### config.mk
export PLATFORM = sky130hd
export DESIGN_NAME = pll_reset_ctrl
export DESIGN_NICKNAME = d
export VERILOG_FILES = /design/src/rtl/pll_reset_ctrl.sv
export SDC_FILE = /design/constraint.sdc
export NUM_CORES = 1
export LEC_CHECK = 0
export ABC_AREA = 0
export CAP_MARGIN = 10
export CORE_MARGIN = 1.5
export CORE_UTILIZATION = 50
export DETAILED_ROUTE_END_ITERATION = 6
export GPL_ROUTABILITY_DRIVEN = 0
export PLACE_DENSITY = 0.72
export SETUP_SLACK_MARGIN = 0.1
export SLEW_MARGIN = 20
export SYNTH_ARGS = -nofsm -noshare
export SYNTH_HDL_FRONTEND = slang
export SYNTH_SLANG_ARGS = --single-unit
### constraint.sdc
create_clock -name clock_in -period 1.75 [get_ports clock_in]
set_input_delay 0.175 -clock clock_in [delete_from_list [all_inputs] [get_ports clock_in]]
set_output_delay 0.175 -clock clock_in [all_outputs]
set_load 0.02 [all_outputs]
### src/rtl/pll_reset_ctrl.sv
// pll_reset_ctrl: PLL reset sequencing, lock supervision and system reset release.
// Define PLL_RST_CTRL_SOFT_RESET_EN to add the soft_rst_in re-sequence input.
module pll_reset_ctrl #(
  parameter int PLL_RST_CYCLES = 16,
  parameter int LOCK_TIMEOUT   = 100000,
  parameter int STABLE_CYCLES  = 1024,
  parameter int MAX_RETRIES    = 4
) (
  input  logic       clock_in,
  input  logic       rst_n_in,
  input  logic       locked_in,
`ifdef PLL_RST_CTRL_SOFT_RESET_EN
  input  logic       soft_rst_in,
`endif
  output logic       pll_rst_out,
  output logic       sys_rst_n_out,
  output logic       ready_out,
  output logic [7:0] retry_count_out,
  output logic       fault_out
);

  localparam int MAX_AB =
    (PLL_RST_CYCLES > LOCK_TIMEOUT) ?
    PLL_RST_CYCLES : LOCK_TIMEOUT;
  localparam int MAX_C =
    (MAX_AB > STABLE_CYCLES) ?
    MAX_AB : STABLE_CYCLES;
  localparam int CW = $clog2(MAX_C) + 1;

  localparam logic [CW-1:0] RST_LAST =
    CW'(PLL_RST_CYCLES - 1);
  localparam logic [CW-1:0] TO_LAST =
    CW'(LOCK_TIMEOUT - 1);
  localparam logic [CW-1:0] ST_LAST =
    CW'(STABLE_CYCLES - 1);
  localparam logic [CW-1:0] CNT_ONE = CW'(1);

  typedef enum logic [2:0] {
    S_RESET_PLL = 3'd0,
    S_WAIT_LOCK = 3'd1,
    S_STABLE    = 3'd2,
    S_RUN       = 3'd3,
    S_FAULT     = 3'd4
  } state_t;

  state_t          r_state;
  logic [CW-1:0]   r_cnt;
  logic            r_sync1;
  logic            r_lock_s;

  logic [7:0]      w_retry_inc;
  logic            w_to_fault;
  logic            w_soft;

  // locked_in is asynchronous to clock_in
  always_ff @(posedge clock_in or negedge rst_n_in) begin
    if (!rst_n_in) begin
      r_sync1  <= 1'b0;
      r_lock_s <= 1'b0;
    end else begin
      r_sync1  <= locked_in;
      r_lock_s <= r_sync1;
    end
  end

  assign w_retry_inc =
    (retry_count_out == 8'hFF) ?
    retry_count_out : retry_count_out + 8'd1;

  assign w_to_fault =
    (MAX_RETRIES != 0) &&
    ({24'd0, w_retry_inc} == MAX_RETRIES);

`ifdef PLL_RST_CTRL_SOFT_RESET_EN
  assign w_soft =
    soft_rst_in && (r_state != S_FAULT);
`else
  assign w_soft = 1'b0;
`endif

  always_ff @(posedge clock_in or negedge rst_n_in) begin
    if (!rst_n_in) begin
      r_state         <= S_RESET_PLL;
      r_cnt           <= '0;
      pll_rst_out     <= 1'b1;
      sys_rst_n_out   <= 1'b0;
      ready_out       <= 1'b0;
      retry_count_out <= 8'd0;
      fault_out       <= 1'b0;
    end else if (w_soft) begin
      // held with a cleared count until the request drops
      r_state       <= S_RESET_PLL;
      r_cnt         <= '0;
      pll_rst_out   <= 1'b1;
      sys_rst_n_out <= 1'b0;
      ready_out     <= 1'b0;
    end else begin
      unique case (r_state)
        S_RESET_PLL: begin
          if (r_cnt == RST_LAST) begin
            r_state     <= S_WAIT_LOCK;
            r_cnt       <= '0;
            pll_rst_out <= 1'b0;
          end else begin
            r_cnt <= r_cnt + CNT_ONE;
          end
        end
        S_WAIT_LOCK: begin
          if (r_lock_s) begin
            r_state <= S_STABLE;
            r_cnt   <= '0;
          end else if (r_cnt == TO_LAST) begin
            r_cnt           <= '0;
            retry_count_out <= w_retry_inc;
            pll_rst_out     <= 1'b1;
            if (w_to_fault) begin
              r_state   <= S_FAULT;
              fault_out <= 1'b1;
            end else begin
              r_state <= S_RESET_PLL;
            end
          end else begin
            r_cnt <= r_cnt + CNT_ONE;
          end
        end
        S_STABLE: begin
          if (!r_lock_s) begin
            r_state <= S_WAIT_LOCK;
            r_cnt   <= '0;
          end else if (r_cnt == ST_LAST) begin
            r_state       <= S_RUN;
            r_cnt         <= '0;
            sys_rst_n_out <= 1'b1;
            ready_out     <= 1'b1;
          end else begin
            r_cnt <= r_cnt + CNT_ONE;
          end
        end
        S_RUN: begin
          if (!r_lock_s) begin
            r_cnt           <= '0;
            retry_count_out <= w_retry_inc;
            pll_rst_out     <= 1'b1;
            sys_rst_n_out   <= 1'b0;
            ready_out       <= 1'b0;
            if (w_to_fault) begin
              r_state   <= S_FAULT;
              fault_out <= 1'b1;
            end else begin
              r_state <= S_RESET_PLL;
            end
          end
        end
        S_FAULT: begin
          r_cnt <= '0;
        end
        default: begin
          r_state       <= S_RESET_PLL;
          r_cnt         <= '0;
          pll_rst_out   <= 1'b1;
          sys_rst_n_out <= 1'b0;
          ready_out     <= 1'b0;
        end
      endcase
    end
  end

endmodule

# Word level (Yosys, flattened, before mapping)

Index checks and enable logic that the tools add are counted.

Register bits after elaboration: 34
Bits of input ports: 3
Output and inout bits: 12
Word-level logic and storage cells: 72

$add $sub $neg: 2
Eq/ne operators: 17
Muxes and demuxes: 34
Bitwise gates (word level): 3
Reduce and logical (&&, ||, !) cells: 8

Operators with widths:

| kind                    | count |
|---|---|
| $mux W18                | 6 |
| $pmux W18 S4            | 1 |
| $mux W8                 | 4 |
| $mux W3                 | 7 |
| $add A18 B1 Y18 const B | 1 |
| $eq A18 B10 Y1 const B  | 1 |
| $eq A18 B17 Y1 const B  | 1 |
| $eq A18 B4 Y1 const B   | 1 |
| $pmux W8 S2             | 1 |
| $pmux W3 S5             | 1 |
| $ne A2 B2 Y1 const B    | 6 |
| $mux W1                 | 11 |
| $reduce_and A5 Y1       | 2 |
| $add A8 B1 Y8 const B   | 1 |
| $eq A8 B3 Y1 const B    | 1 |
| $eq A8 B8 Y1 const B    | 1 |
| $reduce_and A4 Y1       | 2 |
| $eq A3 B2 Y1 const B    | 2 |
| $ne A3 B3 Y1 const B    | 2 |
| $pmux W1 S4             | 1 |
| $eq A3 B1 Y1 const B    | 1 |
| $eq A3 B3 Y1 const B    | 1 |
| $logic_not A3 Y1        | 1 |
| $not A1 Y1              | 3 |
| 5 further kinds         | 5 |

# Depth between registers and ports, before layout

Depth in word-level cells: 7
Gate-level depth with buffers: 7
Gate-level depth less buffers: 6

# Worst setup path before layout

No wires, ideal clock.

Kind: register to register
Start point: reg retry_count_out[0]
End point: reg retry_count_out[1]
Library setup time: 0.128 ns
Arrival time: 1.864 ns
Required time: 1.622 ns
Slack: -0.242 ns
Stages on the path, launching flop included: 7
Buffers on the path: 1
Period minus slack after synthesis: 1.992 ns
Path through: dfrtp_1 ha_1 buf_1 inv_1 nor3_1 nor2_2 mux2_1

Longest elaborated chain between the ends: 5
Elaborated cells between the ends (all ways): 7
Those cells by class: 1 x add/sub; 1 x eq/ne; 5 x mux

RTL lines:

| element                                       | line   | source |
|---|---|---|
| start: declaration                            | 18     | `output logic [7:0] retry_count_out,` |
| start signal: assignment                      | 114    | `retry_count_out <= w_retry_inc;` |
| start signal: assignment                      | 142    | `retry_count_out <= w_retry_inc;` |
| $add A8 B1 Y8 or $eq A8 B8 Y1 (tied branches) | 68, 67 |  |
| $mux W8 *                                     | 67     | `(retry_count_out == 8'hFF) ?` |
| $mux W8                                       | 112    | `end else if (r_cnt == TO_LAST) begin` |
| $mux W8                                       | 109    | `if (r_lock_s) begin` |
| $pmux W8 S2 *                                 | 98     | `unique case (r_state)` |

Mark *: on every way between the ends. The rest lies on a longest branch, timed or not. The select of a mux whose other input is x is not followed.
A chain may end at the register's enable or synchronous reset.

# Final worst setup path

Start point: reg r_cnt[1]
End point: reg retry_count_out[6]

Longest elaborated chain between the ends: 3

RTL lines:

| element                            | line | source |
|---|---|---|
| start: declaration                 | 47   | `logic [CW-1:0] r_cnt;` |
| start signal: assignment           | 105  | `r_cnt <= r_cnt + CNT_ONE;` |
| start signal: assignment           | 123  | `r_cnt <= r_cnt + CNT_ONE;` |
| start signal: assignment           | 136  | `r_cnt <= r_cnt + CNT_ONE;` |
| $eq A18 B17 Y1                     | 112  |  |
| $ne A2 B2 Y1 (no source line)      | --   |  |
| $reduce_and A4 Y1 (no source line) | --   |  |

No other way between the ends.

==> run metrics <==
status=finished, violations left; failing checks=setup timing; power consumption=3.380 mW; vias in the first global route=2228; Critical Path, Cell by Cell=ha_4 > nand4_1 > buf_4 > nor3_4 > a21oi_4 > nor4_4 > mux2_4; unrepaired setup endpoints after global routing=true; first-pass GRT wire length=10680 µm; DP Area=2806 µm²; Achievable Freq=508.0 MHz; Cell Area, Synth=2155 µm²; top-area cell type share of the netlist area=38.33%; Worst Setup Path Type=reg2reg; core area=4058 µm²; routed wire length=6886 µm; Layout Nets=321; CP Max Fanout=5; mux share of post-synthesis cell area=2.555%; Cells after Synth=238; sequential share of the synthesized area=39.55%; clock root cell=clkbuf_8; Crit path arrival time=2.16 ns; Crit path required time=1.94 ns; syn avg cell area=9.053 µm²; area grow syn2layout=51.45%; post-route design area=3263 µm²; HPWL after detailed placement=4322 µm; final hold vios=0; syn nets=243; final core utilization=80.42%; Die Y=68.65 µm; Final Setup Violations=25; Pwr Density=1036 nW/µm²; number of diodes=0; Multi-input gate area=1505 µm²; FF+latch count, synth=34; Max Cap Viol=0; Post-Synth XOR/XNOR Area=2.033%; measured slew at the worst slew-check pin=0.4795 ns; Final Cycle Share=112.5%; vias=2261; max incr delay on CP=0.40 ns; Hold Crit Class=in2async; DP Worst Slack=-0.1517 ns; final worst slack=-0.2184 ns; H-tree levels=2; Final min period=1.968 ns; latest clock arrival within the worst-skew pair=0.30 ns; cell row count=23; Die X=68.65 µm; number of flops mapped to enable cells by yosys=0; CP endpoint kind=register; WP buf/inv=1; Setup crit start kind=register; ys flop type=dfrtp_1; remaining antenna violation count=0; CTS Buffer Depth=2; Post-synth ARST share=100.0%; CTS clock-pin slew for the worst setup and hold paths=0.07 ns; drc violations=0; Yosys Warn Count=0; largest family of logic cells by synthesized area=simple AND/OR/NAND/NOR gates; Post-Synth Adder-Cell Area=1.161%; CTS buffer count=5; die area=4712 µm²; leak pwr=1.479 nW; CTS Hold Buffers Added=0; drt first-iter violations=250; max-slew violation count=0; share of layout cells above drive strength 1=43.53%; IO Pins=15; largest net degree at the start of global routing=35; Synth cell types=62; VDD IR max=0.0007984 V; largest cells by area after synthesis=dfrtp_1, nand2_1, o21ai_0, o31ai_1, nand3_1; WL per Instance=18.76 µm; register area=858.3 µm²; delay-heaviest family, CP=simple AND/OR/NAND/NOR gates; GR Overflow Total=0; complex-gate fraction of the synthesized area=21.60%; simple-gate share of the synthesized area=28.57%; vias per cell=6.161; GRT Util Overall=30.73%; port buffer count=14; CTS tree=built; starting density of the core=53.10%; Critical-path top delay cell=dfrtp_1; Synth area leader=dfrtp_1; Slew HR=67.79%; Fill cells=227; Clock Skew=0.008624 ns; DR pass1 iterations=4; TritonCTS sink count=34; initial antenna violation count=0
## cell type report
| type | count | share of cell area (%) |
|---|---|---|
| Multi-Input combinational cell | 183 | 46.13 |
| Tap cell | 50 | 1.917 |
| Inverter | 7 | 0.8052 |
| Clock buffer | 6 | 2.531 |
| Clock inverter | 2 | 0.3834 |
| Sequential cell | 34 | 26.30 |
| Timing Repair Buffer | 85 | 21.93 |
## registers in the layout, indices dropped and copies added, names as in the netlist
name,cells
r_cnt,18
r_lock_s,1
ready_out,1
retry_count_out,8
fault_out,1
pll_rst_out,1
r_state,3
r_sync1,1
## logic make-up after synthesis
group           Yosys count
xor+xnor                  5
simple gates            105
buf+inv                  21
fa+ha+maj                 2
compound gates           66
flops                    34
mux                       5
## placed cells by master (no fill, tap or decap), drive strengths merged, types with 3 or more instances in the layout
cell type | netlist | final
a21oi | 8 | 8
and3 | 5 | 5
and4 | 5 | 5
buf | 10 | 71
clkbuf | 4 | 6
clkdlybuf4s50 | 0 | 9
dfrtp | 33 | 33
dlymetal6s2s | 0 | 5
inv | 7 | 7
mux2 | 4 | 4
nand2 | 26 | 26
nand3 | 14 | 14
nand4 | 5 | 5
nor2 | 17 | 17
nor3 | 14 | 14
nor4 | 5 | 5
o21a | 3 | 3
o21ai | 20 | 20
o22ai | 3 | 3
o31ai | 9 | 9
o32ai | 3 | 3
or3 | 4 | 4
xor2 | 4 | 4
## metrics by stage
step	std cells	TNS (ns)	hold slack (ns)
5_1_grt	367	-4.185	0.3224
3_3_place_gp	351	-0.7253	0.3327
2_1_floorplan	238	-0.2762	-0.1206
4_1_cts	362	-1.530	0.3080
3_5_place_dp	351	-1.607	0.3646
6_report	367	-2.641	0.2728
## power breakdown
part | total (mW) | internal (mW) | switching (mW) | leakage [nW]
logic | 1.69 | 0.832 | 0.862 | 0.984
registers | 1.04 | 0.908 | 0.133 | 0.448
clock network | 0.644 | 0.317 | 0.327 | 0.0472
## cell usage after synthesis (4+ instances only)
library cell,instances
o21ai_0,14
xor2_1,4
dfrtp_1,33
o21ai_1,6
nor2_1,15
and3_1,5
a21oi_1,7
nor3_1,12
nand4_1,5
clkbuf_1,4
nand2_1,26
o31ai_1,9
buf_2,6
inv_1,7
nand3_1,12
## repair_timing
item	4_1_cts	5_1_grt
buffers inserted	5	6
setup endpoints to repair	29	34
gates resized for setup	33	32
pin swaps	23	16
gates cloned	0	0
## final timing paths
kind,slack (ns),cells past startpoint,endpoint,from
setup / recovery,-0.22,7,retry_count_out[6],r_cnt[1]
hold / removal,0.27,2,r_cnt[14],rst_n_in
setup reg to reg,-0.22,7,retry_count_out[6],r_cnt[1]
hold reg to reg,0.38,0,r_lock_s,r_sync1
max in group asynchronous,1.11,2,r_cnt[4],rst_n_in
min in group clock_in,0.36,1,r_sync1,locked_in
## routing by layer
metal | part of all wire (%) | global-route usage [%]
met1 | 41 | 37.00
met2 | 52 | 52.28
met3 | 4.1 | 6.981
met4 | 3.3 | 13.25
met5 | 0 | 0
No activity file was read; power rests on OpenSTA's default activity.
